--- src/rtl/xor_share_sched.sv ---
// Round-robin scheduler that time-shares one external 1-bit XOR cell among NREQ
// requesters, streaming operand pairs LSB-first and reassembling the W-bit result.
module xor_share_sched #(
   parameter int W    = 8,
   parameter int NREQ = 2
) (
   input  logic              clk,
   input  logic              rst_n,
   input  logic [NREQ-1:0]   req,
   input  logic [NREQ*W-1:0] a_in,
   input  logic [NREQ*W-1:0] b_in,
   output logic [NREQ-1:0]   gnt,
   output logic [NREQ-1:0]   done,
   output logic [W-1:0]      res,
   output logic              busy,
   output logic              xor_a,
   output logic              xor_b,
   input  logic              xor_y
);

   localparam int CW = $clog2(W);
   localparam int PW = $clog2(NREQ);

   typedef enum logic [1:0] {
      ST_IDLE,
      ST_SHIFT,
      ST_DONE
   } state_t;

   state_t          state;
   logic [PW-1:0]   ptr;
   logic [PW-1:0]   win;
   logic [CW-1:0]   cnt;
   logic [W-1:0]    sh_a;
   logic [W-1:0]    sh_b;
   logic [W-1:0]    acc;

   logic [W-1:0]    a_arr [NREQ];
   logic [W-1:0]    b_arr [NREQ];
   logic [PW-1:0]   pick;
   logic            pick_ok;
   int              idx;

   for (genvar k = 0; k < NREQ; k++) begin : g_unpack
      assign a_arr[k] = a_in[k*W +: W];
      assign b_arr[k] = b_in[k*W +: W];
   end

   // Shift registers drain to zero after W shifts, so the cell sees 0/0 whenever
   // no operation is streaming, straight from flops with no gating logic.
   assign xor_a = sh_a[0];
   assign xor_b = sh_b[0];

   // Scan downward so the requester closest to ptr (wrapping upward) overwrites last.
   always_comb begin
      // NOTE: every comb output gets a default first; a missed branch would infer a latch.
      pick    = '0;
      pick_ok = 1'b0;
      idx     = 0;
      for (int i = NREQ - 1; i >= 0; i--) begin
         idx = int'(ptr) + i;
         if (idx >= NREQ) idx = idx - NREQ;
         if (req[PW'(idx)]) begin
            pick    = PW'(idx);
            pick_ok = 1'b1;
         end
      end
   end

   // NOTE: all state updates use non-blocking assignments so every flop samples pre-edge values.
   always_ff @(posedge clk or negedge rst_n) begin
      if (!rst_n) begin
         state <= ST_IDLE;
         ptr   <= '0;
         win   <= '0;
         cnt   <= '0;
         sh_a  <= '0;
         sh_b  <= '0;
         acc   <= '0;
         gnt   <= '0;
         done  <= '0;
         res   <= '0;
         busy  <= 1'b0;
      end else begin
         done <= '0;
         case (state)
            ST_IDLE: begin
               if (pick_ok) begin
                  sh_a  <= a_arr[pick];
                  sh_b  <= b_arr[pick];
                  gnt   <= NREQ'(1) << pick;
                  win   <= pick;
                  cnt   <= '0;
                  busy  <= 1'b1;
                  state <= ST_SHIFT;
               end
            end
            ST_SHIFT: begin
               // Result bits come only from the external cell, never recomputed here.
               acc[cnt] <= xor_y;
               sh_a     <= sh_a >> 1;
               sh_b     <= sh_b >> 1;
               cnt      <= cnt + 1'b1;
               if (cnt == CW'(W - 1)) state <= ST_DONE;
            end
            ST_DONE: begin
               res   <= acc;
               done  <= gnt;
               gnt   <= '0;
               busy  <= 1'b0;
               ptr   <= (win == PW'(NREQ - 1)) ? '0 : win + 1'b1;
               state <= ST_IDLE;
            end
            default: state <= ST_IDLE;
         endcase
      end
   end

endmodule

--- config.mk ---
export PLATFORM = sky130hd
export DESIGN_NAME = xor_share_sched
export DESIGN_NICKNAME = d
export VERILOG_FILES = /design/src/rtl/xor_share_sched.sv
export SDC_FILE = /design/constraint.sdc
export NUM_CORES = 1
export LEC_CHECK = 0
export ABC_AREA = 0
export CORE_AREA = 8 8 86 88
export CTS_CLUSTER_DIAMETER = 80
export CTS_CLUSTER_SIZE = 24
export DETAILED_ROUTE_END_ITERATION = 6
export DIE_AREA = 0 0 94 96
export PLACE_DENSITY = 0.57
export SLEW_MARGIN = 10
export SYNTH_ARGS = -nofsm -noshare
export SYNTH_HDL_FRONTEND = slang
export SYNTH_SLANG_ARGS = --single-unit
--- constraint.sdc ---
create_clock -name clk -period 2.5 [get_ports clk]
set_clock_uncertainty 0.05 [all_clocks]
set_input_delay 0.25 -clock clk [delete_from_list [all_inputs] [get_ports clk]]
set_output_delay 0.25 -clock clk [all_outputs]
set_load 0.03 [all_outputs]
* Word level (Yosys, flattened, before mapping)
Cells that the tools add are included.
** Storage, ports and cells
- Output and inout port bits :: 15
- Bits in writable memories :: 0
- Input bits :: 37
- Bits in read-only memories :: 0
- Latch bits :: 0
- Memories kept :: 0
- Logic and storage cells :: 72
- Bits in registers :: 44
** Operators by class
- Mux-type cells :: 34
- Div/mod/pow operators :: 0
- Bitwise logic cells :: 1
- Multipliers :: 0
- Reductions and logical operators :: 8
- $lt $le $gt $ge :: 7
- Add/sub/neg operators :: 5
- Equal/unequal tests :: 5
- Shifts and indexed selects :: 1
** Operator list (number)
- 8-bit 2-to-1 mux :: 8
- 8-bit case mux with 2 select lines :: 2
- 1-bit 2-to-1 mux :: 13
- 8-bit bitwise mux :: 1
- 2-bit 2-to-1 mux :: 4
- 2-bit case mux with 2 select lines :: 2
- 2-bit AND reduction :: 4
- 1-bit by 3-bit < comparator with 1-bit output, second input constant :: 2
- 3-bit case mux with 2 select lines :: 1
- 2-bit >= comparator, second input constant :: 2
- 3-bit by 4-bit < comparator with 1-bit output, second input constant :: 1
- 2-bit inequality test, second input constant :: 2
- 2-bit nonzero test :: 2
- 3-bit by 1-bit adder with 3-bit output, second input constant :: 1
- 1-bit demux with 3-bit select :: 1
- 3-bit equality test, second input constant :: 1
- 3-bit by 1-bit >= comparator with 1-bit output, second input constant :: 1
- 3-bit 2-to-1 mux :: 1
- 1-bit by 1-bit adder with 2-bit output, second input constant :: 1
- 2-bit by 1-bit equality test with 1-bit output, second input constant :: 1
- 2-bit equality test, second input constant :: 1
- 1-bit by 2-bit >= comparator with 1-bit output, second input constant :: 1
- 2-bit logical NOT :: 1
- 1-bit NOT with 2-bit output :: 1
- 5 further kinds :: 6

* Depth between registers and ports, before layout
- Depth after elaboration :: 14
- Depth in mapped cells :: 5
- Mapped depth without buffers :: 3

* Worst setup path before layout
No wires, ideal clock.
- Path type :: reg2reg
- From :: register state[1]
- To :: register acc[4]
- Buffers on the path :: 2
- Required time :: 2.322 ns
- Cell stages (with the launch flop) :: 6
- Library setup time :: 0.128 ns
- Setup slack :: 1.027 ns
- Data arrival time :: 1.296 ns
- Path through :: dfrtp_1 > buf_6 > nand2b_4 > buf_6 > nor4b_4 > mux2_1
** On the way
- Word-level cells in the longest chain between the ends :: 1
** Ends and longest elaborated chain
- from (decl) :: line 30 : state_t state;
- from (signal assigned) :: line 73 : state <= ST_IDLE;
- from (signal assigned) :: line 95 : state <= ST_SHIFT;
- from (signal assigned) :: line 104 : if (cnt == CW'(W - 1)) state <= ST_DONE;
- 2-bit by 1-bit equality test with 1-bit output :: line 86 : case (state)
- to (signal, indexed assignment) :: line 100 : acc[cnt] <= xor_y;
- to (decl) :: line 36 : logic [W-1:0] acc;
Every way passes these cells.
A chain may end at the register's enable or synchronous reset.

* Worst setup path after layout
- From :: register ptr
- To :: register sh_a[7]
** On the way
- Word-level cells in the longest chain between the ends :: 11
- Elaborated cells between the ends (all ways) :: 15
- Classes of those cells :: add/sub (3); order compare (2); mux (9); bitwise (1)
** Ends and longest elaborated chain
- from (decl) :: line 31 : logic [PW-1:0] ptr;
- from (signal assigned) :: line 111 : ptr <= (win == PW'(NREQ - 1)) ? '0 : win + 1'b1;
- 1-bit by 1-bit adder with 2-bit output :: line 61 : idx = int'(ptr) + i;
- 2-bit >= comparator or 1-bit subtractor (tied branches) :: line 62 : if (idx >= NREQ) idx = idx - NREQ;
- 1-bit 2-to-1 mux :: line 62
- 1-bit 2-to-1 mux :: line 63 : if (req[PW'(idx)]) begin
- 1-bit 2-to-1 mux (*) :: line 63
- 1-bit NOT with 2-bit output (implied by the code) (*) :: line 89 : sh_a <= a_arr[pick];
- 8-bit 2-to-1 mux (implied by the code) (*) (3 in series) :: line 89
- 8-bit 2-to-1 mux (*) :: line 88 : if (pick_ok) begin
- 8-bit case mux with 2 select lines (*) :: line 86
- to (signal assigned) :: line 89
- to (signal assigned) :: line 101 : sh_a <= sh_a >> 1;
- to (decl) :: line 34 : logic [W-1:0] sh_a;
Every way passes the cells marked *; elsewhere a longest branch is shown, timed or not. The select of a mux whose other input is x is not followed.

==> reports/metrics.yaml <==
grt.total_usage_pct: 10.5
holdCritPathClass: "in2async"
leakagePower_uw: 0.00111
antenna_found_initial: 0
synth_area_sq_um: 2050
slew_headroom_pct: 34.7
power.density_nw_per_um2: 1130
root_buffer: "clkbuf_8"
finalHoldViolCount: 0
final.fill_count: 594
synth_edf_count: 0
h-tree-depth: 2
rows: 29
required_ns: 2.63
critPathLaunchType: "flip-flop"
slew_violations: 0
synth_seq_cells: 44
peakVddDrop_v: 0.000511
tightest_slew_ns: 0.979
fp.dieH_um: 96
fmax_ghz: 0.569
worst-path-max-fanout: 20
dieArea_sq_um: 9020
grt_pass1_vias: 1522
dp_hpwl_um: 3160
cts_tree: "yes"
diodes: 0
dieWidth_um: 94
setup_viol: 0
clk-insertion-delay-late_ns: 0.28
fin_total_pwr_uw: 3000
synth_cell_types: 32
cts_buffer_depth: 2
drive_gt1_share_pct: 22.3
hold_buffers: 1
drc_errors: 0
drt_pass1_iterations: 4
areaGrowthSynthToFinish_pct: 29.6
design.core.area_sq_um: 6100
initial_utilization_pct: 33.7
min_period_ns: 1.76
setup_tns_ns: 0
drtIter0Drc: 59
rsz0062_at_grt: "false"
fin_crit_sh_pct: 70.3
vias_per_cell: 4.94
grt_pass1_wl_um: 7510
regArea_sq_um: 1100
vias: 1397
ioPinCount: 52
synthesis.area_per_instance_sq_um: 12.8
cp-end-kind: "flip-flop"
crit_type: "reg2reg"
grt_max_degree: 25
cts_resized: 0
synth.net_count: 199
layout_common_cells: "49 x clkdlybuf4s50_1, 44 x dfrtp_1, 18 x nand2_1, 18 x mux2_2"
maxCapViolCount: 0
grt-ovfl-total: 0
layout_commonest_cell: "clkdlybuf4s50_1"
routed_wl_um: 4380
yosysWarnings: 0
wl_per_cell_um: 15.5
cts.sinks: 44
path_clk_slew_ns: 0.07
synth-async-reset-ratio_pct: 100
r2r_setup_slack_ns: 0.74
place.gp.congestion: 0.709
seq_area_frac_synth_pct: 53.6
postRouteAntennaNets: 0
nets: 247
netlist_instances: 160
post-cts-setup-buffer-count: 0
port_buffers: 50
synthFlopType: "dfrtp_1"
status: "completed"
multi_input_area_sq_um: 856
fin_util_pct: 43.7
crit_arrival_ns: 1.88
numCtsBuffers: 5
==> worst max-delay path, cell delays in order (launching register included) <==
cell and delay (ns):
dfrtp_1 0.99, mux2_2 0.42, a22o_1 0.17
==> per-layer routing <==
layer | vias to the layer above | track usage, % | share of wire (%)
met5 | - | 0 | 0
met4 | 0 | 3.17 | 0.80
met3 | 4 | 4.29 | 8.0
met2 | 38 | 16.5 | 45
met1 | 677 | 12.8 | 46
li1 | 678 | - | -
==> cell usage after synthesis (2+ instances only) <==
cell type / n / share of area, %
buf_2: 7 / 1.7
a22o_1: 4 / 1.7
buf_6: 2 / 1.1
nand4b_1: 2 / 0.85
a21oi_1: 2 / 0.49
o221a_2: 14 / 7.7
nor2_1: 6 / 1.1
mux2i_1: 14 / 6.8
dfrtp_1: 44 / 54
ha_1: 2 / 1.2
inv_1: 3 / 0.55
mux2_2: 18 / 9.9
o21ai_0: 3 / 0.73
nand2_1: 18 / 3.3
buf_4: 3 / 1.1
a2bb2oi_1: 2 / 0.85
==> state kept, by name, summed over array words and instances, names as in the netlist <==
| signal | flops |
|---|---|
| gnt | 2 |
| win | 1 |
| done | 2 |
| state | 2 |
| acc | 8 |
| ptr | 1 |
| sh_a | 8 |
| sh_b | 8 |
| busy | 1 |
| cnt | 3 |
| res | 8 |
==> final timing paths <==
kind | start | endpoint | cells after the start
hold reg to reg | win | ptr | 1
hold / removal | rst_n | sh_a[6] | 2
setup reg to reg | ptr | sh_a[7] | 2
setup / recovery | ptr | sh_a[7] | 2
min in group clk | win | ptr | 1
max in group asynchronous | rst_n | sh_a[3] | 3
==> kinds of logic (layout without fill, tap and decap cells) <==
kind of cell	count (synthesis)	in the layout	share of synthesized area [%]
flops	44	44	53.6
mux	33	33	17.2
buf+inv	16	62	4.69
simple gates	39	39	11.4
fa+ha+maj	2	2	1.22
compound gates	26	26	11.8
==> through the flow <==
stage,std cells,hold WS [ns],area [sq um],worst slack (ns)
after floorplan,160,-0.0956,2050,1.03
after global placement,277,0.190,2580,0.724
after detailed placement,277,0.187,2580,0.723
after CTS,283,0.420,2660,0.714
after global routing,283,0.459,2660,0.629
final,283,0.408,2660,0.742
==> layout make-up <==
| cell class | count | area share, % |
|---|---|---|
| sequential | 44 | 41.4 |
| inverter | 3 | 0.423 |
| tap | 77 | 3.62 |
| clock buffer | 5 | 2.59 |
| timing repair buffer | 54 | 19.8 |
| multi-input combinational | 100 | 32.2 |
==> where the power goes <==
group / total [uW] / internal [uW] / leakage, uW / switching (uW)
clock network: 392 / 180 / 0.0000359 / 211
logic: 1270 / 722 / 0.000541 / 552
registers: 1330 / 1020 / 0.000534 / 309
Note: power is estimated with default switching activity, not from simulation.
==> variant 1 (same flow settings) <==
Re-encode `state_t` (3 states) as one-hot, 3 bits wide.
--- a/src/rtl/xor_share_sched.sv
+++ b/src/rtl/xor_share_sched.sv
@@ -22,8 +22,8 @@
    localparam int PW = $clog2(NREQ);
 
-   typedef enum logic [1:0] {
-      ST_IDLE,
-      ST_SHIFT,
-      ST_DONE
+   typedef enum logic [2:0] {
+      ST_IDLE  = 3'b001,
+      ST_SHIFT = 3'b010,
+      ST_DONE  = 3'b100
    } state_t;
 
Behaviour: same outputs for any inputs over 10 cycles, from zero or initial values and one cycle with rst_n low; not proved beyond that.
==> variant 1 against the original RTL <==
Cell area up 0.47%. Total power is 24% lower. Hold slack worse by 0.35 ns. Global-route usage shrank 0.42 points. Sequential share of layout area is 0.79 points higher. Critical path depth rose by 1. Sequential cell count grew 1. Area after synthesis down 1.2%. Setup slack lost 0.034 ns. Final cell count rose by 1.8%. Core utilization up 0.21 points. Wire length fell by 4.2%.
==> variant 1: results (changes against the original RTL) <==
| Metric | Value |
|---|---|
| Status | `finished clean` |
| Placed instance area | `0.00258 mm^2 (about the same)` |
| Synth Instances | `162 (+1.3%)` |
| Post-synthesis compound-gate area fraction | `11.6% (-0.22 points)` |
| Synth area leaders | `dfrtp_1 54%, mux2_2 8.9%, mux2i_1 7.9%, a221o_1 6.9%, nor2_1 3.0%` |
| Wire length on met3 | `182 um (-48%)` |
| Placed Cells | `280 (+1.1%)` |
| Vias in the first global route | `1491 (-2.0%)` |
| Pre-CTS setup slack | `0.695 ns (-0.0279 ns)` |
| First-pass GRT wire length | `7.04 mm (-6.3%)` |
| Leakage | `0.00122 uW (+9.8%)` |
| Final instance area | `0.00267 mm^2 (+0.47%)` |
| Nets | `249 (+0.81%)` |
| Final Wtd Congestion | `0.695 (-1.9%)` |
| Post-synthesis sequential area ratio | `55.6% (+2.0 points)` |
| Layout cell share with drive strength beyond 1 | `14.2% (-8.1 points)` |
| Syn nets | `201 (+1.0%)` |
| Met2 routed WL | `2.08 mm (+5.3%)` |
| Top post-synthesis cells by count | `44 x dfrtp_1, 16 x mux2_2, 16 x mux2i_1, 16 x nor2_1, 14 x a221o_1` |
| Post-synthesis adder-cell area fraction | `1.23% (+0.015 points)` |
| Fillers | `580 (-2.4%)` |
| Max VDD drop | `0.298 mV (-42%)` |
| Slew Limit Headroom | `36.2% (+1.5 points)` |
| WP data arrival | `1.93 ns (+0.05 ns)` |
| Wirelength, routed | `4.20 mm (-4.2%)` |
| Number of DRC markers in iteration 0 | `50 (-15%)` |
| Synth unique cells | `31 (-3.1%)` |
| Vias per cell | `4.85 (-1.7%)` |
==> variant 1: cell count changes after synthesis, sizes merged, moves of 3 or more <==
| cell | before | now |
|---|---|---|
| buf | 12 | 7 |
| mux2 | 19 | 16 |
| a221o | 0 | 14 |
| nand2 | 18 | 2 |
| nor2 | 6 | 16 |
| and2 | 1 | 4 |
| clkbuf | 1 | 6 |
| o221a | 14 | 0 |
==> variant 1: cells by family (layout without fill, tap and decap cells) <==
family | count (synthesis) | in the layout
muxes | 32 | 32
buffers and inverters | 18 | 67
DFF | 45 | 45
and+or+nand+nor | 37 | 37
AOI/OAI and AO/OA | 28 | 28
adders and majority gates | 2 | 2
==> variant 1: critical path: stages, from the launching register on <==
cell and delay (ns):
dfrtp_1 0.44, or3b_1 0.48, nor4b_1 0.34, mux2_2 0.37
==> variant 1: power by group <==
group | total, uW | leakage, uW | switching [uW] | internal [uW]
Combinational | 715 | 0.000627 | 342 | 372
Clock | 441 | 0.0000455 | 216 | 225
Sequential | 1110 | 0.000547 | 164 | 948
==> variant 1: path summary, 6_finish.rpt <==
| path | from | end | slack [ns] | cells after the start |
|---|---|---|---|---|
| setup / recovery | state[2] | acc[1] | 0.71 | 3 |
| hold / removal | rst_n | res[7] | 0.06 | 1 |
| setup reg to reg | state[2] | acc[1] | 0.71 | 3 |
| hold reg to reg | win | ptr | 0.41 | 1 |
| max in group asynchronous | rst_n | sh_b[2] | 1.75 | 1 |
| min in group clk | win | ptr | 0.41 | 1 |
==> variant 1: final cells by class <==
cell class | instances | area [um^2] | area share (%)
multi-input cells | 99 | 816 | 30.5
inverters | 5 | 18.8 | 0.702
flip-flops and latches | 45 | 1130 | 42.2
repair buffers | 54 | 526 | 19.7
clock buffers | 8 | 90.1 | 3.37
well taps | 77 | 96.3 | 3.60
==> variant 1: metrics by stage <==
step	util (%)	total power, uW
global route	43.9	2430
floorplan	-	1630
CTS	43.9	2310
global placement	42.4	1830
detailed placement	42.4	1850
finish	43.9	2270
==> variant 1: per-layer routing <==
layer	up-vias	GRT usage, %
met5	-	0
met4	0	4.36
met3	4	2.81
met2	25	17.6
met1	675	11.2
li1	694	-
==> variant 2 (config.mk and constraints unchanged) <==
Made on the original files. The parameter `NREQ` goes from 2 to 4.
--- a/src/rtl/xor_share_sched.sv
+++ b/src/rtl/xor_share_sched.sv
@@ -3,5 +3,5 @@
 module xor_share_sched #(
    parameter int W    = 8,
-   parameter int NREQ = 2
+   parameter int NREQ = 4
 ) (
    input  logic              clk,
Interface: changed (5 resized); port bits go from 52 to 90. The function was not compared with the original's and may differ.
==> variant 2 against the original RTL <==
Combinational power is 69% higher. Sequential cell count is 6 higher. Largest power group is now combinational logic. Wire length is 82% higher. Cell area is 42% higher. Setup slack worse by 0.24 ns. Area after synthesis is 31% higher. First-iteration DRC count is 68% higher. Total power is 38% higher. Sequential power is 9.8% higher.
==> variant 2: results (changes against the original RTL) <==
| Metric | Value |
|---|---|
| Status | `finished clean` |
| Critical path origin | `ptr[1]` |
| GRT met1 Usage | `23.3% (+10 points)` |
| Synth Instances | `274 (+71%)` |
| CP max stage delay | `0.56 ns (-0.43 ns)` |
| Async set or reset register ratio after synthesis | `100% (unchanged)` |
| Initial antenna violation count | `0 (unchanged)` |
| Post-synthesis sequential area ratio | `46.7% (-6.9 points)` |
| Final Wtd Congestion | `0.804 (+13%)` |
| Crit-path max FO | `14 (-30%)` |
| Antenna Cells | `0 (unchanged)` |
| Vias per cell | `5.67 (+15%)` |
| Clock-pin slew on the worst setup and hold paths | `0.10 ns (+0.03 ns)` |
| Vias in the first global route | `2539 (+67%)` |
| Hold-fix buffers, CTS | `1 (unchanged)` |
| Met2 Usage GRT | `28.9% (+12 points)` |
| Avg WL per Cell | `18.0 um (+17%)` |
| Fillers | `553 (-6.9%)` |
| H-tree Lvls | `2 (unchanged)` |
| Clock tree buffer depth | `2 (unchanged)` |
| Leakage | `0.00159 uW (+43%)` |
| Placed Cells | `433 (+56%)` |
| Top post-synthesis cells by count | `50 x dfrtp_1, 37 x nand2_1, 21 x nand3_1, 21 x o21ai_0` |
| Worst skew pair latency | `0.30 ns (+0.02 ns)` |
| Port Buffers | `89 (+78%)` |
| Slew Limit Headroom | `61.1% (+26 points)` |
| Synth unique cells | `43 (+34%)` |
| Number of DRC markers in iteration 0 | `99 (+68%)` |
| Fin cells | `442 (+56%)` |
| Total Routing Usage GR | `17.6% (+7.1 points)` |
| First-pass GRT wire length | `12.7 mm (+69%)` |
| HP Class | `register to register` |
| Synth area leaders | `dfrtp_1 47%, nand2_1 5.2%, a221oi_1 4.6%, nand3_1 3.9%, o21ai_0 3.9%` |
| 1st-pass router iterations | `4 (unchanged)` |
| Max VDD drop | `0.640 mV (+25%)` |
| Pin count of the biggest net entering global routing | `27 (+8.0%)` |
| TritonCTS buffer count | `5 (unchanged)` |
| Grt met3 use | `3.90% (-0.39 points)` |
| WP data arrival | `2.17 ns (+0.29 ns)` |
| Syn nets | `348 (+75%)` |
| DPL Wire Length | `6.00 mm (+90%)` |
| Cts repair resizes | `0 (unchanged)` |
| Layout cell share with drive strength beyond 1 | `11.8% (-11 points)` |
| Clock root buffer | `clkbuf_8` |
variant 2: power by group:
group | internal, uW | switching (uW) | leakage, uW
sequential | 1180 | 288 | 0.000612
clock | 229 | 288 | 0.0000478
combinational | 991 | 1150 | 0.000935
total | 2390 | 1730 | 0.00159
variant 2: metal layers:
layer	part of all wire (%)	wire, um
met1	44	3470
met2	51	4070
met3	4.9	392
met4	0.44	35
met5	0	0
variant 2: final timing paths:
kind                                end  slack (ns)  depth (start not counted)
max in group asynchronous       sh_b[6]        1.42                          3
min in group asynchronous        res[5]        0.43                          2
worst max register to register  sh_a[4]        0.50                          5
worst min register to register   res[7]        0.42                          2
worst min-delay path             res[7]        0.42                          2
worst max-delay path            sh_a[4]        0.50                          5
variant 2: cell type report:
type	instances	share of cell area, %
Clock buffer	6	2.18
Clock inverter	2	0.429
Inverter	5	0.496
Multi-Input combinational cell	197	34.4
Sequential cell	50	33.0
Tap cell	77	2.54
Timing Repair Buffer	105	27.0
variant 2: cell families after synthesis:
kind of cell | share of synthesized area, %
AOI/OAI and AO/OA | 27.2
adders and majority gates | 1.40
buffers and inverters | 4.76
DFF | 46.7
muxes | 4.48
and+or+nand+nor | 15.5
variant 2: worst max-delay path: cells and delay by family, from the launching register on:
family,cells,cell delay [ns]
DFF,1,0.56
muxes,1,0.31
AOI/OAI and AO/OA,4,0.99
variant 2: stage by stage:
stage	setup slack (ns)	instance area (um^2)	hold slack (ns)
6_report	0.499	3790	0.421
5_1_grt	0.301	3790	0.445
4_1_cts	0.505	3790	0.429
3_5_place_dp	0.246	3680	0.234
3_3_place_gp	0.286	3680	0.221
2_1_floorplan	0.793	2680	-0.0956
